<file path="config.mk">
export PLATFORM = sky130hd
export DESIGN_NAME = ro_puf_reader
export DESIGN_NICKNAME = d
export VERILOG_FILES = /design/src/rtl/puf_pkg.sv /design/src/rtl/ro_edge_counter.sv /design/src/rtl/ro_puf_reader.sv
export SDC_FILE = /design/constraint.sdc
export NUM_CORES = 1
export LEC_CHECK = 0
export BUFFER_PORTS_ARGS = -buffer_cell sky130_fd_sc_hd__buf_2
export CORE_ASPECT_RATIO = 1.1
export CORE_MARGIN = 2
export CORE_UTILIZATION = 30
export CTS_BUF_LIST = sky130_fd_sc_hd__clkbuf_2 sky130_fd_sc_hd__clkbuf_4 sky130_fd_sc_hd__clkbuf_8
export DETAILED_ROUTE_END_ITERATION = 7
export GPL_TIMING_DRIVEN = 0
export RECOVER_POWER = 50
export SYNTH_ARGS = -nofsm -noshare
export SYNTH_HDL_FRONTEND = slang
export SYNTH_SLANG_ARGS = --single-unit
</file>
<file path="constraint.sdc">
create_clock -name clk -period 5.2 [get_ports clk]
set_clock_uncertainty 0.15 [all_clocks]
set_input_delay 1.04 -clock clk [delete_from_list [all_inputs] [get_ports clk]]
set_output_delay 1.04 -clock clk [all_outputs]
set_load 0.005 [all_outputs]
</file>
<file path="src/rtl/puf_pkg.sv">
// Shared types, defaults and helpers for the ring-oscillator PUF measurement path.
package puf_pkg;

    typedef enum logic [1:0] {
        IDLE   = 2'd0,
        SETTLE = 2'd1,
        COUNT  = 2'd2,
        DONE   = 2'd3
    } puf_state_t;

    localparam int DEF_CNT_W      = 16;
    localparam int DEF_SETTLE_CYC = 8;
    localparam int DEF_WINDOW_CYC = 1024;

    // A challenge pair is usable only if it names two distinct, existing oscillators.
    function automatic logic sel_legal(input int a, input int b, input int n);
        return (a != b) && (a < n) && (b < n);
    endfunction

endpackage

</file>
<file path="src/rtl/ro_edge_counter.sv">
// Two-flop synchronizer, rising-edge detector and saturating edge counter for one
// asynchronous ring-oscillator output.
module ro_edge_counter
    import puf_pkg::*;
#(
    parameter int CNT_W = DEF_CNT_W
) (
    input  logic             clk,
    input  logic             rst,
    input  logic             clr,
    input  logic             cnt_en,
    input  logic             ro_in,
    output logic [CNT_W-1:0] cnt
);

    // [0],[1] form the synchronizer, [2] holds the previous synchronized level.
    logic [2:0] sync_reg;
    logic       rise;

    assign rise = sync_reg[1] & ~sync_reg[2];

    always_ff @(posedge clk) begin
        if (rst) begin
            sync_reg <= '0;
            cnt      <= '0;
        end else begin
            sync_reg <= {sync_reg[1:0], ro_in};
            if (clr) begin
                cnt <= '0;
            end else if (cnt_en && rise && (cnt != {CNT_W{1'b1}})) begin
                cnt <= cnt + 1'b1;
            end
        end
    end

endmodule

</file>
<file path="src/rtl/ro_puf_reader.sv">
// Ring-oscillator PUF reader: enables a challenge-selected RO pair, counts edges over a
// fixed window and returns one response bit. Optional raw-count outputs: PUF_RAW_COUNT_EN.
module ro_puf_reader
    import puf_pkg::*;
#(
    parameter int N_RO       = 16,
    parameter int SEL_W      = $clog2(N_RO),
    parameter int CNT_W      = DEF_CNT_W,
    parameter int SETTLE_CYC = DEF_SETTLE_CYC,
    parameter int WINDOW_CYC = DEF_WINDOW_CYC
) (
    input  logic             clk,
    input  logic             rst,
    input  logic             start,
    input  logic [SEL_W-1:0] sel_a,
    input  logic [SEL_W-1:0] sel_b,
    output logic [N_RO-1:0]  ro_en,
    input  logic [N_RO-1:0]  ro_in,
    output logic             busy,
    output logic             resp_valid,
    input  logic             resp_ready,
    output logic             resp_bit,
    output logic             resp_tie,
    output logic             resp_err
`ifdef PUF_RAW_COUNT_EN
    ,
    output logic [CNT_W-1:0] count_a,
    output logic [CNT_W-1:0] count_b
`endif
);

    localparam int TMR_MAX = (SETTLE_CYC > WINDOW_CYC) ? SETTLE_CYC : WINDOW_CYC;
    localparam int TMR_W   = $clog2(TMR_MAX + 1);

    puf_state_t       state_reg;
    logic [TMR_W-1:0] tmr_reg;
    logic [SEL_W-1:0] sel_a_reg;
    logic [SEL_W-1:0] sel_b_reg;
    logic             err_reg;
    logic [N_RO-1:0]  en_pattern;
    logic             legal;
    logic             accept;
    logic             clr;
    logic             cnt_en;
    logic [CNT_W-1:0] cnt_a;
    logic [CNT_W-1:0] cnt_b;

    assign legal  = sel_legal(int'(sel_a), int'(sel_b), N_RO);
    assign accept = (state_reg == IDLE) && start && legal;
    // Clearing on acceptance and throughout SETTLE keeps counters at 0 until the window opens.
    assign clr    = accept || (state_reg == SETTLE);
    assign cnt_en = (state_reg == COUNT);

    for (genvar gi = 0; gi < N_RO; gi++) begin : g_en
        assign en_pattern[gi] = (sel_a == SEL_W'(gi)) || (sel_b == SEL_W'(gi));
    end

    ro_edge_counter #(.CNT_W(CNT_W)) u_cnt_a (
        .clk    (clk),
        .rst    (rst),
        .clr    (clr),
        .cnt_en (cnt_en),
        .ro_in  (ro_in[sel_a_reg]),
        .cnt    (cnt_a)
    );

    ro_edge_counter #(.CNT_W(CNT_W)) u_cnt_b (
        .clk    (clk),
        .rst    (rst),
        .clr    (clr),
        .cnt_en (cnt_en),
        .ro_in  (ro_in[sel_b_reg]),
        .cnt    (cnt_b)
    );

    always_ff @(posedge clk) begin
        if (rst) begin
            state_reg  <= IDLE;
            tmr_reg    <= '0;
            sel_a_reg  <= '0;
            sel_b_reg  <= '0;
            err_reg    <= 1'b0;
            ro_en      <= '0;
            busy       <= 1'b0;
            resp_valid <= 1'b0;
            resp_bit   <= 1'b0;
            resp_tie   <= 1'b0;
            resp_err   <= 1'b0;
        end else begin
            case (state_reg)
                IDLE: begin
                    if (start) begin
                        busy     <= 1'b1;
                        resp_bit <= 1'b0;
                        resp_tie <= 1'b0;
                        resp_err <= 1'b0;
                        if (legal) begin
                            sel_a_reg <= sel_a;
                            sel_b_reg <= sel_b;
                            err_reg   <= 1'b0;
                            ro_en     <= en_pattern;
                            tmr_reg   <= TMR_W'(SETTLE_CYC - 1);
                            state_reg <= SETTLE;
                        end else begin
                            err_reg   <= 1'b1;
                            state_reg <= DONE;
                        end
                    end
                end
                SETTLE: begin
                    if (tmr_reg == '0) begin
                        tmr_reg   <= TMR_W'(WINDOW_CYC - 1);
                        state_reg <= COUNT;
                    end else begin
                        tmr_reg <= tmr_reg - 1'b1;
                    end
                end
                COUNT: begin
                    if (tmr_reg == '0) begin
                        ro_en     <= '0;
                        state_reg <= DONE;
                    end else begin
                        tmr_reg <= tmr_reg - 1'b1;
                    end
                end
                DONE: begin
                    // First DONE cycle compares the final counts, which include the last window edge.
                    if (!resp_valid) begin
                        resp_valid <= 1'b1;
                        resp_err   <= err_reg;
                        resp_bit   <= !err_reg && (cnt_a > cnt_b);
                        resp_tie   <= !err_reg && (cnt_a == cnt_b);
                    end else if (resp_ready) begin
                        resp_valid <= 1'b0;
                        busy       <= 1'b0;
                        state_reg  <= IDLE;
                    end
                end
                default: state_reg <= IDLE;
            endcase
        end
    end

`ifdef PUF_RAW_COUNT_EN
    assign count_a = cnt_a;
    assign count_b = cnt_b;
`endif

endmodule

</file>
Yosys cells after proc, flatten, opt, wreduce, memory -nomap -nowiden. Cells that the tools add are included.

Add/sub/neg operators: 3. $lt $le $gt $ge: 3. Equal/unequal tests: 45. Muxes and demuxes: 34. Bitwise operators: 4. Reductions and logical operators: 41.

Operators by type and width (number): equality test 4 bit (second input constant) (16); two-way mux 16 bit (3); two-way mux 11 bit (4); one-hot mux 11 bit (3 select lines) (1); adder 16 x 1 -> 16 bit (second input constant) (2); equality test 4 x 3 -> 1 bit (second input constant) (8); inequality test 16 bit (second input constant) (2); one-hot mux 16 bit (2 select lines) (1); logical OR 1 bit (17); equality test 16 bit (1); equality test 4 x 2 -> 1 bit (second input constant) (4); greater-than comparator 16 bit (1); inequality test 2 bit (second input constant) (7); two-way mux 1 bit (12); two-way mux 2 bit (6); AND reduction 4 bit (3); zero test 11 bit (1); subtractor 11 x 1 -> 11 bit (second input constant) (1); less-than comparator 4 x 5 -> 1 bit (second input constant) (2); binary-select mux 1 bit (select 4 bit) (2); equality test 4 x 1 -> 1 bit (second input constant) (2); logical AND 1 bit (8); zero test 4 bit (2); one-hot mux 1 bit (2 select lines) (4); 15 further kinds (20).

Flip-flop bits (word level): 81. Bits of input ports: 28. Output and inout bits: 21. Word-level logic and storage cells: 145.

Depth between registers and ports, before layout.
Word-level depth: 5. Gate-level depth with buffers: 10. Depth with buffers taken out: 7.

Modules after synthesis. From an unflattened synthesis, not the netlist that was laid out.

Cells, all modules: 550. Area, all modules: 4901.0 µm².

Modules (own cells, without submodules): ro_puf_reader (times used 1, cells an instance 334, area an instance 3084.2 µm², sequential area each 860.8 µm²); ro_edge_counter (times used 2, cells an instance 108, area an instance 908.4 µm², sequential area each 380.4 µm²).

Least setup slack after synthesis. OpenSTA, ideal clock, no wires.

Path type: input-to-reg. From: input sel_b[0]. To: register u_cnt_a.cnt[2]. Library setup time: 0.082 ns. Arrival time: 2.541 ns. Data required time: 4.968 ns. Slack: 2.427 ns. Stages: 8. Path buffers: 3. Cells stage by stage: buf_4 > xor2_1 > nor4_4 > nor2_4 > or3_1 > buf_2 > buf_6 > a211oi_4.

Word-level cells in the longest chain between the ends: 4.

Ends and longest elaborated chain: start: declaration (RTL line ro_puf_reader.sv:16) `input logic [SEL_W-1:0] sel_b,`; inequality test 4 bit (RTL line puf_pkg.sv:17) `return (a != b) && (a < n) && (b < n);`; logical AND 1 bit (RTL line ro_puf_reader.sv:49) `assign accept = (state_reg == IDLE) && start && legal;`; logical OR 1 bit (RTL line ro_puf_reader.sv:51) `assign clr = accept || (state_reg == SETTLE);`; OR reduction 2 bit (no source line); end signal: assignment (RTL line ro_edge_counter.sv:31) `cnt <= cnt + 1'b1;`; end: declaration (RTL line ro_edge_counter.sv:13) `output logic [CNT_W-1:0] cnt`.

Every way passes these cells. A chain may end at the register's enable or synchronous reset.

Worst setup path in the final report.
From: input sel_a[2]. To: register u_cnt_a.cnt[1].

Word-level cells in the longest chain between the ends: 4.

Ends and longest elaborated chain: start: declaration (RTL line ro_puf_reader.sv:15) `input logic [SEL_W-1:0] sel_a,`; inequality test 4 bit (RTL line puf_pkg.sv:17); logical AND 1 bit (RTL line ro_puf_reader.sv:49); logical OR 1 bit (RTL line ro_puf_reader.sv:51); OR reduction 2 bit (no source line).

Every way passes these cells.

==> results.md <==
* Row cnt at 48
* Yosys warns at 0
* Period utilisation layout at 66.86%
* Post-DRT Antenna Nets at 0
* First-pass DRT Iterations at 5
* Multi-input logic area at 2840 sq um
* Die Height at 135.6 um
* Status: finished clean
* WP data arrival at 3.55 ns
* Nets@finish at 639
* DR WL/cell at 15.04 um
* Critical path class: in -> reg
* H-tree levels at 3
* Seq pwr share at 38.5%
* Pwr Total at 1.934 mW
* Total area of sequential cells at 1622 sq um
* RSZ-0062 raised after global routing: false
* EDFF count, synth at 0
* Postcts setup bufs at 0
* Clock Sink Count at 81
* Syn Std Cell Area at 4723 sq um
* Area growth syn-to-layout at 12.74%
* Syn nets at 584
* Top-area cell type share of the netlist area at 34.33%
* P per Cell Area at 363.1 nW/um^2
* Final instance area at 5325 sq um
* Slew Limit Fails at 0
* Part of the power in the clock network at 24.0%
* Drt drc at 0
* Clk slew on worst S/H paths at 0.07 ns
* Global-route wire length before repair at 20290 um
* Maximum vdd drop at 0.1642 mV
* Fmax at 0.2876 GHz
* Vias at 4219
* CP endpoint kind: flip-flop
* Vias in the first global route at 4288
* Root Driver: clkbuf_8
* Crit-path slowest cell: nor2_1
* Min Clock Period, post-route at 3.477 ns
* Setup TNS at 0 ns
* Diode count at 0
* Share of layout cells above drive strength 1 at 11.66%
* Detailed Route WL at 11910 um
* Req. time, crit path at 5.28 ns
* Synth Register Bits at 81
* Synth top area cells: dfxtp_1 34%, ha_1 6.4%, nor2_1 5.2%
* Comb pwr share at 37.5%
* Post-place setup slack at 2.250 ns
* Area post-placement at 5194 sq um
* Vias per cell at 5.327
* Hold-fix buffer count after cts at 0
* GRT Residual Overflow at 0
* Pin count of the biggest net entering global routing at 14
* Core area at 15550 sq um
* Fillers at 1596
* Syn Inst Count at 532
* RR Startpoint: state_reg[0]
* Clock latency at the later pin of the worst-skew pair at 0.36 ns
* Synth Flop Type: dfxtp_1
* Sw frac at 37.96%
* Hold WS at 0.2920 ns
* Cell mode on critical path: clkbuf_1
* Final WS setup at 1.723 ns
* Die area at 16760 sq um
* Worst R2R End: u_cnt_a.cnt[1]
* GP Congestion at 0.8670
* Worst reg-to-reg setup slack at 2.10 ns
* CTS tree: done
* Max Fanout on Critical Path at 10
* Slowest stage delay, CP at 0.75 ns
* CTS Buffer Depth at 2
* Synth Area per Inst at 8.878 sq um
* Crit path cell chain: clkbuf_1 > xor2_1 > nor4_1 > nor2_1 > or3_1 > clkbuf_1 > clkbuf_1 > nor2_1
* Setup crit start: sel_a[2]
* Initial antenna violation count at 0
* Maxcap violations at 0
* Initial Util at 30.37%
* Ys async rst share at 0%
* Post-synthesis sequential area ratio at 34.33%
* Lkg Pwr at 1.841 nW
* Dpl hpwl at 9082 um
* Worst slew pin tran at 0.9571 ns
* Yosys cell types at 62
* Top flop regs: ro_en: 16 flops, u_cnt_a.cnt: 16 flops, u_cnt_b.cnt: 16 flops
* Iter 0 DRT Violations at 251
* Post_cts resized at 0
* Total GRT Usage at 15.16%
* Int Power at 1.200 mW
* Port buffer count at 44
* IO Pins at 49
* Worst r2r path cells at 9
* Worst setup SP type: primary input
* Max_slew headroom at 35.96%
* Final setup fails at 0
* Worst min path class: reg -> reg
* Fin. Hold Viols at 0
* Area leader, netlist: dfxtp_1
* CTS buffer count at 9
* Die X at 123.6 um
* Worst Setup EP: u_cnt_a.cnt[1]
* Net switching power at 0.7339 mW
[layer usage]
metal	routed length (um)	share of wire, %	GRT usage [%]
met3	624	5.2	4.377
met4	228	1.9	5.619
met5	0	0	0
met1	5151	43	17.50
met2	5907	50	26.31
[worst max-delay path: cells and delay by family]
family | cells | cell delay (ns)
buffers and inverters | 3 | 1.11
xor gates and xnor gates | 1 | 0.24
and+or+nand+nor | 4 | 1.15
[worst min path at each step]
stage	from	endpoint	slack, ns	cells after the start
final	u_cnt_a.sync_reg[0]	u_cnt_a.sync_reg[1]	0.29	1
after global routing	u_cnt_b.sync_reg[0]	u_cnt_b.sync_reg[1]	0.33	1
after CTS	u_cnt_a.sync_reg[0]	u_cnt_a.sync_reg[1]	0.30	1
after detailed placement	u_cnt_a.sync_reg[0]	u_cnt_a.sync_reg[1]	0.28	1
after global placement	u_cnt_a.sync_reg[0]	u_cnt_a.sync_reg[1]	0.27	1
after floorplan	u_cnt_a.sync_reg[0]	u_cnt_a.sync_reg[1]	0.26	1
[cell usage after synthesis (12+ instances only)]
master,number
nor2_1,66
clkbuf_1,12
nand3_1,19
a21oi_1,25
nand3b_1,15
nor2b_1,18
nand2_1,28
xnor2_1,23
inv_1,23
o31ai_1,13
dfxtp_1,81
ha_1,24
[cell type report]
cell class	instances	area share, %
Sequential cell	81	30.45
Timing Repair Buffer	44	3.712
Tap cell	200	4.699
Inverter	23	1.621
Buffer	26	2.514
Clock buffer	11	2.608
Clock inverter	5	1.057
Multi-Input combinational cell	402	53.34
[cells by family after synthesis]
family	synth area share [%]
and+or+nand+nor	24.69
AOI/OAI and AO/OA	16.72
DFF	34.33
buffers and inverters	5.059
muxes	7.100
adders and majority gates	6.358
xor gates and xnor gates	5.748
[cells in the final DEF, fill, tap and decap left out, types with 8 or more instances in the layout]
master / n
dfxtp_1: 81
nor2_1: 67
clkbuf_1: 36
nand2_1: 28
buf_2: 28
a21oi_1: 25
ha_1: 24
xnor2_1: 23
inv_1: 23
nand3_1: 19
nor2b_1: 18
nand3b_1: 15
o31ai_1: 13
nor4_1: 12
mux2i_1: 11
nand4_1: 11
a22oi_1: 10
mux4_2: 10
nor3_1: 9
clkbuf_8: 9
xor2_1: 8
a211oi_1: 8
a32oi_1: 8
o21ai_0: 8
[power groups by stage]
stage / registers (mW) / clock network, mW / logic [mW]
after detailed placement: 0.756 / 0 / 0.737
after global placement: 0.754 / 0 / 0.714
final: 0.745 / 0.464 / 0.725
after floorplan: 0.744 / 0 / 0.560
after global routing: 0.754 / 0.505 / 0.809
after CTS: 0.743 / 0.486 / 0.739
[through the flow]
| stage | cells | util [%] |
|---|---|---|
| after floorplan | 532 | - |
| after global placement | 776 | 33.39 |
| after detailed placement | 776 | 33.39 |
| after CTS | 792 | 34.64 |
| after global routing | 792 | 34.23 |
| final | 792 | 34.23 |
(Power assumes the default switching activity.)
